==> config.mk <==
export PLATFORM = sky130hd
export DESIGN_NAME = sensor_debounce
export DESIGN_NICKNAME = d
export VERILOG_FILES = /design/src/rtl/sensor_debounce.sv
export SDC_FILE = /design/constraint.sdc
export NUM_CORES = 1
export LEC_CHECK = 0
export CAP_MARGIN = 15
export CORE_ASPECT_RATIO = 1.1
export CORE_MARGIN = 8
export CORE_UTILIZATION = 35
export CTS_BUF_LIST = sky130_fd_sc_hd__clkbuf_16
export CTS_CLUSTER_DIAMETER = 50
export DETAILED_ROUTE_END_ITERATION = 8
export SLEW_MARGIN = 5
export SYNTH_ARGS = -nofsm -noshare
export SYNTH_HDL_FRONTEND = slang
export SYNTH_SLANG_ARGS = --single-unit
==> constraint.sdc <==
create_clock -name clk -period 2.3 [get_ports clk]
set_clock_uncertainty 0.1 [all_clocks]
set_input_delay 0.46 -clock clk [delete_from_list [all_inputs] [get_ports clk]]
set_output_delay 0.46 -clock clk [all_outputs]
set_load 0.01 [all_outputs]
==> src/rtl/sensor_debounce.sv <==
// Two-channel vehicle-sensor conditioner: synchroniser + debounce FSM per road,
// rising-edge pulses, and a free-running timebase tick for the light controller.
module sensor_debounce #(
    parameter int unsigned SYNC_STAGES = 2,
    parameter int unsigned DEB_CYCLES  = 1000,
    parameter int unsigned TICK_DIV    = 1000
) (
    input  logic clk,
    input  logic reset,
    input  logic sa_raw,
    input  logic sb_raw,
    output logic sa,
    output logic sb,
    output logic sa_rise,
    output logic sb_rise,
    output logic tick
);

    localparam int unsigned CNT_W  = $clog2(DEB_CYCLES + 1);
    localparam int unsigned TICK_W = $clog2(TICK_DIV);

    typedef enum logic [1:0] {
        ST_LO     = 2'd0,
        ST_CHK_HI = 2'd1,
        ST_HI     = 2'd2,
        ST_CHK_LO = 2'd3
    } deb_state_e;

    logic [1:0] raw_c;
    logic [1:0] level_c;
    logic [1:0] rise_c;

    assign raw_c = {sb_raw, sa_raw};

    for (genvar ch = 0; ch < 2; ch++) begin : g_ch
        logic [SYNC_STAGES-1:0] sync_q;
        deb_state_e             state_q;
        logic [CNT_W-1:0]       cnt_q;
        logic                   level_q;
        logic                   rise_q;
        logic                   s_c;

        // Only the last synchroniser stage is ever looked at by the FSM
        assign s_c = sync_q[SYNC_STAGES-1];

        always_ff @(posedge clk) begin
            if (!reset) begin
                sync_q  <= '0;
                state_q <= ST_LO;
                cnt_q   <= '0;
                level_q <= 1'b0;
                rise_q  <= 1'b0;
            end else begin
                sync_q <= {sync_q[SYNC_STAGES-2:0], raw_c[ch]};
                rise_q <= 1'b0;
                case (state_q)
                    ST_LO: begin
                        if (s_c) begin
                            state_q <= ST_CHK_HI;
                            cnt_q   <= CNT_W'(1);
                        end else begin
                            cnt_q   <= '0;
                        end
                    end
                    ST_CHK_HI: begin
                        if (!s_c) begin
                            state_q <= ST_LO;
                            cnt_q   <= '0;
                        end else if (cnt_q == CNT_W'(DEB_CYCLES - 1)) begin
                            state_q <= ST_HI;
                            cnt_q   <= '0;
                            level_q <= 1'b1;
                            rise_q  <= 1'b1;
                        end else begin
                            cnt_q   <= cnt_q + CNT_W'(1);
                        end
                    end
                    ST_HI: begin
                        if (!s_c) begin
                            state_q <= ST_CHK_LO;
                            cnt_q   <= CNT_W'(1);
                        end else begin
                            cnt_q   <= '0;
                        end
                    end
                    ST_CHK_LO: begin
                        if (s_c) begin
                            state_q <= ST_HI;
                            cnt_q   <= '0;
                        end else if (cnt_q == CNT_W'(DEB_CYCLES - 1)) begin
                            state_q <= ST_LO;
                            cnt_q   <= '0;
                            level_q <= 1'b0;
                        end else begin
                            cnt_q   <= cnt_q + CNT_W'(1);
                        end
                    end
                    default: begin
                        state_q <= ST_LO;
                        cnt_q   <= '0;
                    end
                endcase
            end
        end

        assign level_c[ch] = level_q;
        assign rise_c[ch]  = rise_q;
    end

    // Timebase: counter wraps every TICK_DIV clocks, tick registered on the wrap edge
    logic [TICK_W-1:0] tick_cnt_q;
    logic              tick_q;

    always_ff @(posedge clk) begin
        if (!reset) begin
            tick_cnt_q <= '0;
            tick_q     <= 1'b0;
        end else if (tick_cnt_q == TICK_W'(TICK_DIV - 1)) begin
            tick_cnt_q <= '0;
            tick_q     <= 1'b1;
        end else begin
            tick_cnt_q <= tick_cnt_q + TICK_W'(1);
            tick_q     <= 1'b0;
        end
    end

    assign sa      = level_c[0];
    assign sb      = level_c[1];
    assign sa_rise = rise_c[0];
    assign sb_rise = rise_c[1];
    assign tick    = tick_q;

endmodule

Word-level counts from Yosys, hierarchy flattened --
Cells that the tools add are included.
Operators by class: shift-type cells 0, multiplexer cells 39, reduce and logical (&&, ||, !) cells 11, magnitude comparators 0, equality and inequality tests 25, add/sub/neg operators 3, multipliers 0, bitwise logic cells 1, divide/modulo/power cells 0
Operators by type and width (count):
- $pmux 10 s4 | 2
- $mux 10 | 6
- $add 10x1->10 const B | 3
- $eq 10x10->1 const B | 3
- $mux 2 | 12
- $ne 2x2->1 const B | 12
- $pmux 2 s4 | 2
- $mux 1 | 15
- $ne 3x3->1 const B | 4
- $reduce_and 5->1 | 2
- $eq 2x2->1 const B | 4
- $reduce_and 4->1 | 2
- $reduce_and 3->1 | 2
- $eq 2x1->1 const B | 2
- $logic_not 2->1 | 2
- $pmux 1 s2 | 2
- $reduce_bool 2->1 | 2
- $reduce_or 2->1 | 1
- $not 1->1 | 1
Storage, ports and cells: latch bits 0, output and inout bits 5, memories 0, RAM bits 0, bits in read-only memories 0, register bits after elaboration 43

Logic depth before layout (Yosys ltp) --
word-level depth 4, mapped depth 4, gate-level depth less buffers 4

Least setup slack after synthesis --
OpenSTA, ideal clock, no wires.
kind reg-to-reg, from register g_ch[0].cnt_q[0], to register g_ch[0].cnt_q[8], path buffers 0, slack 0.718 ns, arrival 1.395 ns, stages on the path, launching flop included 5, library setup time 0.087 ns, path through dfxtp_1 > ha_1 > nand3_2 > or4_1 > a211oi_1
On the way: longest elaborated chain between the ends 4
RTL lines:
- start, declared | RTL line 38 | logic [CNT_W-1:0] cnt_q;
- start signal, assigned | RTL line 75 | cnt_q <= cnt_q + CNT_W'(1);
- start signal, assigned | RTL line 95 | cnt_q <= cnt_q + CNT_W'(1);
- $add 10x1->10 / $eq 10x10->1 (equally long branches)
- $mux 10 (*) | RTL line 69, 90
- $mux 10 (on tied branches) | RTL line 87, 66
- $pmux 10 s4 (*) | RTL line 56 | case (state_q)
Mark *: on every way between the ends. The rest lies on a longest branch, timed or not. A chain may end at the register's enable or synchronous reset.

Final worst setup path --
from register g_ch[0].cnt_q[0], to register g_ch[0].level_q, in the netlist sa
On the way: longest elaborated chain between the ends 3
RTL lines:
- $eq 10x10->1 (*) | RTL line 69, 90
- $ne 2x2->1 (no line)
- $reduce_and 5->1 (no line) (*)
- end signal, assigned | RTL line 51 | level_q <= 1'b0;
- end signal, assigned | RTL line 72 | level_q <= 1'b1;
- end signal, assigned | RTL line 93 | level_q <= 1'b0;
- end, declared | RTL line 39 | logic level_q;
Marks and branches as above.

==> results.sh <==
export IMPL_yosysSeqAreaShare=0.474
export IMPL_report_final_slew_viol_count=0
export IMPL_cts_made_buffers=5
export IMPL_hold_depth=1
export IMPL_die_area_um2=7750
export IMPL_synth_flop_cell="dfxtp_1"
export IMPL_finalPower_mw=1.44
export IMPL_ctsResizeCount=0
export IMPL_min_from="g_ch[1].sync_q[0]"
export IMPL_synth_top_area_share=0.474
export IMPL_endpoint_kind="flip-flop"
export IMPL_path_max_fanout=4
export IMPL_r2r_end="sa"
export IMPL_setup_violations_final=0
export IMPL_die_x_um=84.6
export IMPL_grt_overflow_total=0
export IMPL_ff2ff_setup_slack_ns=0.51
export IMPL_hold_end="g_ch[1].sync_q[1]"
export IMPL_gp_congestion=0.768
export IMPL_die_y_um=91.5
export IMPL_avgSynthCellArea_um2=9.30
export IMPL_routed_via_density=5.54
export IMPL_cpMaxStageDelayCell="nor4bb_1"
export IMPL_drv_cap=0
export IMPL_antenna_found_initial=0
export IMPL_cts_root_buf="clkbuf_16"
export IMPL_syn_area_um2=1810
export IMPL_powerDensity_nw_per_um2=677
export IMPL_worst_pin_slew_ns=0.545
export IMPL_grt_use_total=0.0977
export IMPL_relSlewSlack=0.633
export IMPL_fin_setup_tns_ns=0
export IMPL_diodes=0
export IMPL_syn_nets=202
export IMPL_ys_ff_latch=43
export IMPL_place_area_um2=2000
export IMPL_initial_utilization=0.363
export IMPL_wire_per_inst_um=12.9
export IMPL_dp_slack_ns=0.260
export IMPL_final_cell_count_no_fill=271
export IMPL_ir_drop_mv=0.387
export IMPL_drt_iter0_drc=53
export IMPL_r2r_start="g_ch[0].cnt_q[0]"
export IMPL_clock_path_buffers=2
export IMPL_rows=27
export IMPL_rsz0062_at_grt="false"
export IMPL_synth_edf_count=0
export IMPL_worstSkewPairLatency_ns=0.28
export IMPL_nets=220
export IMPL_synth_area_top_cells="dfxtp_1 (47%), a211oi_1 (4.6%), o31ai_1 (4.1%), xor2_1 (3.9%), nand3_1 (3.6%)"
export IMPL_fmax_ghz=0.559
export IMPL_numPortBuffers=8
export IMPL_wirelength_um=3490
export IMPL_via_count=1501
export IMPL_crit_arrival_ns=1.85
export IMPL_worstPathRequired_ns=2.36
export IMPL_crit_type="flip-flop to flip-flop"
export IMPL_ys_types=33
export IMPL_syn_inst=195
export IMPL_postLayoutCoreUtil=0.427
export IMPL_io_pins=9
export IMPL_grt_max_degree=13
export IMPL_synth_top_area_cell="dfxtp_1"
export IMPL_drc=0
export IMPL_ys_async_sr_fraction=0
export IMPL_cts_hold_fix_buffers=0
export IMPL_reg2reg_depth=4
export IMPL_firstDrtPassIters=4
export IMPL_syn2layout_area_growth_pct=17.6
export IMPL_final_antenna_net_count=0
export IMPL_startpoint_type="flip-flop"
export IMPL_slowest_delay_ns=0.43
export IMPL_placedCellCount=264
export IMPL_clk_pin_slew_worst_paths_ns=0.06
export IMPL_cts_tree="yes"
export IMPL_ys_warn_count=0
export IMPL_cts_sinks=43
export IMPL_dp_hpwl_um=2510
export IMPL_cts_setup_buffers=0
export IMPL_htree_num_levels=2
export IMPL_crit_path_cell_trace="ha_1, nor4bb_1, nand3_1, a311o_1"
export IMPL_layout_setup_ws_ns=0.511
export IMPL_core_um2=5000
export IMPL_status="complete, no violations"
export IMPL_grt_pass1_wl_um=6310
export IMPL_worst_hold_slack_ns=0.331
export IMPL_layout_min_cycle_time_ns=1.79
export IMPL_power_leakage_nw=0.656
export IMPL_drive_gt1_frac=0.0751
export IMPL_hold_viol=0
export IMPL_fin_crit_sh=0.778
export IMPL_finalInstanceArea_um2=2130
export IMPL_grt_pass1_vias=1421
export IMPL_nFillCells=500
export IMPL_hp_class="flip-flop to flip-flop"
-- synth_stat cells, types with 5 or more instances --
cell type,count
dfxtp_1,43
nand2_1,15
nand3_1,13
a211oi_1,11
o31ai_1,10
a21oi_1,9
o21ai_0,9
or3_1,9
nor3_1,8
or4_1,8
xor2_1,8
inv_1,7
nand4_1,6
nor2_1,6
and2_1,5
-- layer usage --
metal,track usage,vias up,part of all wire
li1,-,772,-
met1,0.113,706,0.48
met2,0.160,17,0.46
met3,0.0369,6,0.040
met4,0.0371,0,0.014
met5,0,-,0
-- flip-flops by register name, summed over array words and instances, names as in the netlist, named ones only --
name,cells
g_ch.state_q,2
g_ch.cnt_q,20
sb_rise,1
sb,1
tick_cnt_q,10
g_ch.sync_q,4
sa,1
sa_rise,1
tick,1
-- where the power goes --
group / total [mW] / switching (mW) / internal [mW] / leakage (nW)
clock network: 0.650 / 0.261 / 0.390 / 0.0671
registers: 0.763 / 0.00784 / 0.755 / 0.348
logic: 0.0319 / 0.0158 / 0.0161 / 0.241
total: 1.44 / 0.284 / 1.16 / 0.656
-- how the worst max path moves through the flow --
| stage | start | slack [ns] | to | depth (start not counted) |
|---|---|---|---|---|
| 5_1_grt | g_ch[0].cnt_q[0] | 0.35 | sa | 4 |
| 3_5_place_dp | reset | 0.26 | g_ch[1].cnt_q[9] | 3 |
| 4_1_cts | g_ch[0].cnt_q[0] | 0.49 | sa | 4 |
| 6_report | g_ch[0].cnt_q[0] | 0.51 | sa | 4 |
| 2_1_floorplan | g_ch[0].cnt_q[0] | 0.72 | g_ch[0].cnt_q[8] | 4 |
| 3_3_place_gp | reset | 0.34 | g_ch[1].cnt_q[9] | 3 |
-- critical path: cells and delay by family (launching register included) --
kind	cells	cell delay, ns
compound gates	1	0.36
simple gates	2	0.58
flops	1	0.38
fa+ha+maj	1	0.26
-- cell type report --
| class | instances | area [µm²] | area share |
|---|---|---|---|
| timing repair buffer | 14 | 125 | 0.0587 |
| tap | 58 | 72.6 | 0.0340 |
| clock inverter | 2 | 8.76 | 0.00411 |
| multi-input combinational | 142 | 915 | 0.429 |
| sequential | 43 | 861 | 0.404 |
| inverter | 7 | 26.3 | 0.0123 |
| clock buffer | 5 | 125 | 0.0587 |
-- layout by cell type, fill, tap and decap left out, types with 2 or more instances in the layout --
cell type	synthesis	routed
dfxtp_1	43	43
nand2_1	15	15
nand3_1	13	13
a211oi_1	11	11
o31ai_1	10	10
o21ai_0	9	9
or3_1	9	9
a21oi_1	9	9
xor2_1	8	8
nor3_1	8	8
or4_1	8	8
clkdlybuf4s50_1	0	8
inv_1	7	7
nand4_1	6	6
nor2_1	6	6
buf_4	0	6
and2_1	5	5
clkbuf_16	0	5
xnor2_1	3	3
ha_1	3	3
nor3b_1	2	2
nand4b_1	2	2
nand3b_1	2	2
nor4_1	2	2
o211ai_1	2	2
-- cell families (layout without fill, tap and decap cells) --
group	Yosys count	count (layout)	share of synthesized area
DFF	43	43	0.474
and+or+nand+nor	85	85	0.274
xor gates and xnor gates	11	11	0.0531
buffers and inverters	10	28	0.0214
AOI/OAI and AO/OA	43	43	0.156
adders and majority gates	3	3	0.0207
Note: power is estimated with default switching activity, not from simulation.
